**src/rtl/bottle_feeder.sv**
```systemverilog
// bottle_feeder: pill dispenser sequencer.
// Latches a BCD pill target per bottle and a BCD bottle count, then issues
// one-cycle pill pulses spaced PULSE_GAP idle cycles apart, requesting a
// bottle change after each full bottle. Pill count and bottle number are
// kept in BCD so display logic can show them directly.
// Optional feature macro: FEED_JAM_EN (pill_seen drop sensor + jam detection).
//
// Bottle-change handshake: bot_req is high for every cycle spent in CHANGE;
// the block leaves CHANGE on the first rising edge that samples bot_ack high,
// so bot_req is low from the following cycle. bot_ack is ignored elsewhere.
module bottle_feeder #(
    parameter int PULSE_GAP   = 2,
    parameter int JAM_TIMEOUT = 8
) (
    input  logic       CLK,
    input  logic       RST_n,
    input  logic       start,
    input  logic       pause,
    input  logic [3:0] tgtL,
    input  logic [3:0] tgtH,
    input  logic [3:0] botL,
    input  logic [3:0] botH,
    input  logic       bot_ack,
    input  logic       pill_seen,
    output logic       pill_out,
    output logic       bot_req,
    output logic [3:0] nowL,
    output logic [3:0] nowH,
    output logic [3:0] seqL,
    output logic [3:0] seqH,
    output logic       busy,
    output logic       done,
    output logic       jam,
    output logic [2:0] dbg_state
);

`ifdef FEED_JAM_EN
    typedef enum logic [2:0] {
        S_IDLE = 3'd0, S_DROP = 3'd1, S_GAP = 3'd2,
        S_CHANGE = 3'd3, S_DONE = 3'd4, S_JAM = 3'd5
    } state_t;
`else
    typedef enum logic [2:0] {
        S_IDLE = 3'd0, S_DROP = 3'd1, S_GAP = 3'd2,
        S_CHANGE = 3'd3, S_DONE = 3'd4
    } state_t;
`endif

    localparam logic [3:0] GAP_LAST = 4'(PULSE_GAP - 1);

    // BCD digit above 9 is treated as 9
    function automatic logic [3:0] clamp_d(input logic [3:0] d);
        return (d > 4'd9) ? 4'd9 : d;
    endfunction

    // Two-digit BCD increment, ones 9 wraps with carry into tens
    function automatic logic [7:0] bcd_inc(input logic [7:0] v);
        if (v[3:0] >= 4'd9) return {v[7:4] + 4'd1, 4'd0};
        else                return {v[7:4], v[3:0] + 4'd1};
    endfunction

    state_t     r_state, w_next;
    logic [7:0] r_tgt, w_tgt_nx;
    logic [7:0] r_bot, w_bot_nx;
    logic [7:0] r_now, w_now_nx;
    logic [7:0] r_seq, w_seq_nx;
    logic [3:0] r_gap, w_gap_nx;
    logic       r_done, w_done_nx;
    logic       w_push;
    logic [7:0] w_undo_now;
    logic [7:0] w_tgt_in, w_bot_in;

    assign w_tgt_in = {clamp_d(tgtH), clamp_d(tgtL)};
    assign w_bot_in = {clamp_d(botH), clamp_d(botL)};

`ifdef FEED_JAM_EN
    // Pending-pill queue: each issued pill records its issue time and the
    // now/seq values to fall back to if it is never seen. Oldest pill is
    // always the first to time out, so only the head is aged.
    localparam int JQ_AW    = 4;
    localparam int JQ_DEPTH = 1 << JQ_AW;
    localparam logic [7:0] JAM_T8 = 8'(JAM_TIMEOUT);

    logic [7:0]       r_tick;
    logic [7:0]       r_jq_stamp [JQ_DEPTH];
    logic [7:0]       r_jq_now   [JQ_DEPTH];
    logic [7:0]       r_jq_seq   [JQ_DEPTH];
    logic [JQ_AW-1:0] r_jq_wp, r_jq_rp;
    logic             w_jq_empty;
    logic [7:0]       w_age;
    logic             w_timeout;

    assign w_jq_empty = (r_jq_wp == r_jq_rp);
    assign w_age      = r_tick - r_jq_stamp[r_jq_rp];
    assign w_timeout  = !w_jq_empty && !pill_seen && (w_age == JAM_T8) &&
                        (r_state != S_IDLE) && (r_state != S_JAM);
`else
    logic w_unused_ok;
    assign w_unused_ok = &{1'b0, pill_seen, (JAM_TIMEOUT != 0)};
`endif

    // Next-state and datapath update decisions
    always_comb begin
        w_next     = r_state;
        w_tgt_nx   = r_tgt;
        w_bot_nx   = r_bot;
        w_now_nx   = r_now;
        w_seq_nx   = r_seq;
        w_gap_nx   = r_gap;
        w_done_nx  = r_done;
        w_push     = 1'b0;
        w_undo_now = r_now;
        case (r_state)
            S_IDLE: begin
                if (start) begin
                    w_tgt_nx   = w_tgt_in;
                    w_bot_nx   = w_bot_in;
                    w_now_nx   = 8'h00;
                    w_seq_nx   = 8'h01;
                    w_done_nx  = 1'b0;
                    w_gap_nx   = 4'd0;
                    w_undo_now = 8'h00;
                    if (w_tgt_in == 8'h00 || w_bot_in == 8'h00) begin
                        w_next    = S_DONE;
                        w_seq_nx  = 8'h00;
                        w_done_nx = 1'b1;
                    end else if (!pause) begin
                        // count rises together with the pulse it belongs to
                        w_next   = S_DROP;
                        w_now_nx = 8'h01;
                        w_push   = 1'b1;
                    end else begin
                        w_next = S_GAP;
                    end
                end
            end
            S_DROP: begin
                w_gap_nx = 4'd0;
                w_next   = (r_now == r_tgt) ? S_CHANGE : S_GAP;
            end
            S_GAP: begin
                if (!pause) begin
                    if (r_gap == GAP_LAST) begin
                        w_next   = S_DROP;
                        w_gap_nx = 4'd0;
                        w_now_nx = bcd_inc(r_now);
                        w_push   = 1'b1;
                    end else begin
                        w_gap_nx = r_gap + 4'd1;
                    end
                end
            end
            S_CHANGE: begin
                if (bot_ack) begin
                    if (r_seq == r_bot) begin
                        w_next    = S_DONE;
                        w_done_nx = 1'b1;
                    end else begin
                        w_next   = S_GAP;
                        w_seq_nx = bcd_inc(r_seq);
                        w_now_nx = 8'h00;
                        w_gap_nx = 4'd0;
                    end
                end
            end
            S_DONE: begin
                if (!start) w_next = S_IDLE;
            end
`ifdef FEED_JAM_EN
            S_JAM: begin
                if (start) begin
                    w_next   = S_DROP;
                    w_now_nx = bcd_inc(r_now);
                    w_push   = 1'b1;
                end
            end
`endif
            default: w_next = S_IDLE;
        endcase
`ifdef FEED_JAM_EN
        // A missed pill rolls the counts back to just before it was issued
        if (w_timeout) begin
            w_next    = S_JAM;
            w_now_nx  = r_jq_now[r_jq_rp];
            w_seq_nx  = r_jq_seq[r_jq_rp];
            w_gap_nx  = 4'd0;
            w_done_nx = 1'b0;
            w_push    = 1'b0;
        end
`endif
    end

    // State and datapath registers
    always_ff @(posedge CLK or negedge RST_n) begin
        if (!RST_n) begin
            r_state <= S_IDLE;
            r_tgt   <= 8'h00;
            r_bot   <= 8'h00;
            r_now   <= 8'h00;
            r_seq   <= 8'h00;
            r_gap   <= 4'd0;
            r_done  <= 1'b0;
        end else begin
            r_state <= w_next;
            r_tgt   <= w_tgt_nx;
            r_bot   <= w_bot_nx;
            r_now   <= w_now_nx;
            r_seq   <= w_seq_nx;
            r_gap   <= w_gap_nx;
            r_done  <= w_done_nx;
        end
    end

`ifdef FEED_JAM_EN
    // Pending-pill pointers and time base
    always_ff @(posedge CLK or negedge RST_n) begin
        if (!RST_n) begin
            r_tick  <= 8'd0;
            r_jq_wp <= '0;
            r_jq_rp <= '0;
        end else begin
            r_tick <= r_tick + 8'd1;
            if (r_state == S_IDLE || w_timeout) r_jq_rp <= r_jq_wp;
            else if (!w_jq_empty && pill_seen) r_jq_rp <= r_jq_rp + 1'b1;
            if (w_push) r_jq_wp <= r_jq_wp + 1'b1;
        end
    end

    // Pending-pill payload (no reset needed, guarded by the pointers)
    always_ff @(posedge CLK) begin
        if (w_push) begin
            r_jq_stamp[r_jq_wp] <= r_tick;
            r_jq_now[r_jq_wp]   <= w_undo_now;
            r_jq_seq[r_jq_wp]   <= w_seq_nx;
        end
    end

    assign jam  = (r_state == S_JAM);
    assign busy = (r_state == S_DROP) || (r_state == S_GAP) ||
                  (r_state == S_CHANGE) || (r_state == S_JAM);
`else
    assign jam  = 1'b0;
    assign busy = (r_state == S_DROP) || (r_state == S_GAP) ||
                  (r_state == S_CHANGE);
`endif

    assign pill_out  = (r_state == S_DROP);
    assign bot_req   = (r_state == S_CHANGE);
    assign done      = r_done;
    assign nowH      = r_now[7:4];
    assign nowL      = r_now[3:0];
    assign seqH      = r_seq[7:4];
    assign seqL      = r_seq[3:0];
    assign dbg_state = r_state;

endmodule

```
**config.mk**
```make
export PLATFORM = sky130hd
export DESIGN_NAME = bottle_feeder
export DESIGN_NICKNAME = d
export VERILOG_FILES = /design/src/rtl/bottle_feeder.sv
export SDC_FILE = /design/constraint.sdc
export NUM_CORES = 1
export LEC_CHECK = 0
export ABC_AREA = 1
export CORE_MARGIN = 4
export CORE_UTILIZATION = 57
export DETAILED_ROUTE_END_ITERATION = 12
export GPL_TIMING_DRIVEN = 0
export PLACE_DENSITY = 0.83
export SLEW_MARGIN = 20
export SYNTH_ARGS = -nofsm -noshare
export SYNTH_HDL_FRONTEND = slang
export SYNTH_SLANG_ARGS = --single-unit
```
**constraint.sdc**
```tcl
create_clock -name CLK -period 4.25 [get_ports CLK]
set_input_delay 1.275 -clock CLK [delete_from_list [all_inputs] [get_ports CLK]]
set_output_delay 1.275 -clock CLK [all_outputs]
set_load 0.005 [all_outputs]
```
==> run metrics <==
outcome completed; Distinct cells, synth 31; Root Buffer clkbuf_8; Overflow after GRT 0; type of origin of the critical path flop; Worst setup EP type output pin; initial antenna violation count 0; crit path kind reg2out; worst reg-to-reg path cell count 8; IO Count 46; reg2reg start r_now[0]; Post-Route WL between 5000 and 6000 um; Critical Path Start dbg_state[0]; Wirelength per Cell 12.3 um; vias per cell between 5 and 6; peak supply drop around 320 uV; Max Cap Violations 0; clock slew at reported path FFs ~0.07 ns; top layer in use met4; Reg area 0.00100 mm^2; vias around 2200; Yosys warnings 0; RR Endpoint r_now[5]; Avg Cell Area, Syn around 7.5 um^2; Routability Congestion roughly 0.81; maximum clock insertion buffer count 2; Multi-input gate area between 0.001 and 0.0015 mm^2; die height ~74 um; Final period util 73.0%; Post-Syn Nets between 300 and 400; Pre-Repair DR Iteration Count 4; Worst EP arrival 1.83 ns; IO Port Bufs 43; Worst Setup EP pill_out; crit path time final 3.10 ns; vias in the first global route approximately 2100; met2 wire length about 2500 um; Layout fillers between 300 and 400; HP Class reg2reg; clk_skew around 0.0038 ns; cts hold-fix bufs 0; Area growth, synth to finish 24.1%; antenna fix cells 0; Slew Limit Fails 0; r2r setup slk approximately 2.4 ns; Setup TNS 0 ns; Placeable Area slightly above 0.004 mm^2; post-CTS sizing 0; met1 WL about 2500 um; synthesized area between 0.002 and 0.003 mm^2; register area share after synthesis about two fifths; DP HPWL 4140 um; Inserted Clock Buffers 5; DRC viols 0; GRT Total Usage between 20% and 30%; PwrDens ~540 mW/mm^2; die width 74.3 um; Starting Density about three fifths; Yosys reg bits 40; post-place instance area ~0.003 mm^2; Post-CTS Setup Inserts 0; std cell rows 23; P_leak between 1.5 and 2 nW; hold path depth 2; CTS sink count 40; die area between 0.005 and 0.006 mm^2; largest net degree at the start of global routing 30; Total Nets Final roughly 420; Cells after Synth approximately 330; Worst EP required about 3.0 ns; Clock Latency Late Sink 0.29 ns; RSZ-0062 raised after global routing no; # setup viols final 0; fraction of layout instances using a drive strength above 1 a little over a tenth; FMAX about 320 MHz; CTS tree done; CTS HTree Levels 2; Detailed Route Iter0 Violations 126; routed wl met3 298 um; crit path max fanout 4; Fin. Hold Viols 0; Design Area, Final 0.00311 mm^2; global-route wire length before repair 9250 um; Detail Route Antenna Nets 0
stage by stage:
step / std cells / hold WS, ns / worst slack [ns] / utilization (%) / power, W
after global placement: 427 / 0.459 / 0.952 / 72.9 / 0.00140
final: 435 / 0.486 / 1.15 / 75.6 / 0.00169
after floorplan: 334 / 0.462 / 2.19 / - / 0.00117
after detailed placement: 428 / 0.473 / 1.51 / 73.3 / 0.00143
after global routing: 435 / 0.521 / 1.07 / 75.6 / 0.00185
after CTS: 435 / 0.492 / 1.17 / 75.6 / 0.00170
layout make-up:
cell class              count  area share (%)
inverters                  40            4.90
repair buffers             44            14.3
clock buffers               7            3.09
flip-flops and latches     40            32.2
well taps                  50            2.01
plain buffers               4           0.683
multi-input cells         250            42.8
routing by layer:
metal	GRT usage, %	vias up
li1	-	1163
met2	35.1	58
met3	4.05	8
met1	29.1	1011
met4	6.72	0
met5	0	-
cells in the mapped netlist:
cell,instances,area (um^2)
a22o_1,2,17.5
clkbuf_2,1,5.00
nand2_4,2,22.5
a21oi_1,1,5.00
xor2_1,7,61.3
nand3_2,2,20.0
conb_1,1,3.75
nand3_1,23,115
buf_2,1,5.00
inv_2,5,18.8
o211ai_1,1,7.51
nand2_1,96,360
nand2_2,9,56.3
ha_1,10,125
o21ai_1,11,55.1
nor2_1,31,116
clkbuf_1,1,3.75
a31oi_1,1,6.26
nor2_2,3,18.8
nor2_8,1,20.0
inv_4,1,6.26
or2_2,4,25.0
nor3_1,4,20.0
buf_4,1,7.51
xnor2_1,10,87.6
dfrtp_1,40,1000
nand3b_1,1,7.51
nor2_4,3,33.8
inv_1,34,128
o21ai_0,16,80.1
nand4_1,11,68.8
sequential cells by signal, indices dropped and copies added, names as in the netlist:
name / flops
r_tgt: 8
done: 1
r_now: 8
dbg_state: 3
r_seq: 8
r_gap: 4
r_bot: 8
critical path: stages, from the launching register on:
cell	delay, ns
dfrtp_1	0.47
inv_2	0.11
nor3_1	0.36
clkdlybuf4s50_1	0.60
power breakdown:
group	internal, W	total [W]	switching (W)	leakage [nW]
Sequential	0.000494	0.000601	0.000107	0.526
Combinational	0.000334	0.000821	0.000487	0.937
Clock	0.000145	0.000273	0.000129	0.0503
Total	0.000972	0.00169	0.000722	1.51
how the worst min path moves through the flow:
stage	start	endpoint	slack, ns
finish	done	done	0.49
global route	done	done	0.52
CTS	done	done	0.49
detailed placement	done	done	0.47
global placement	done	done	0.46
floorplan	r_bot[3]	r_bot[3]	0.46
cells in the final DEF (no fill, tap or decap), drive strengths merged, types with 2 or more instances in the layout:
cell and instances:
or2 4, a22o 2, buf 4, clkdlybuf4s50 42, xor2 7, xnor2 10, clkbuf 9, nand3 25
nand4 11, nor2 38, nor3 4, o21ai 27, dfrtp 40, ha 10, inv 40, nand2 107
logic make-up (layout without fill, tap and decap cells):
family | Yosys count | in the layout | synth area share [%]
AND/OR/NAND/NOR | 190 | 190 | 35.3
buffers and inverters | 44 | 95 | 6.93
flip-flops | 40 | 40 | 39.9
AO/OA/AOI/OAI | 32 | 32 | 6.83
XOR/XNOR | 17 | 17 | 5.94
adder cells (fa/ha/maj) | 10 | 10 | 4.99
other | 1 | 1 | 0.149
Note: power is estimated with default switching activity, not from simulation.
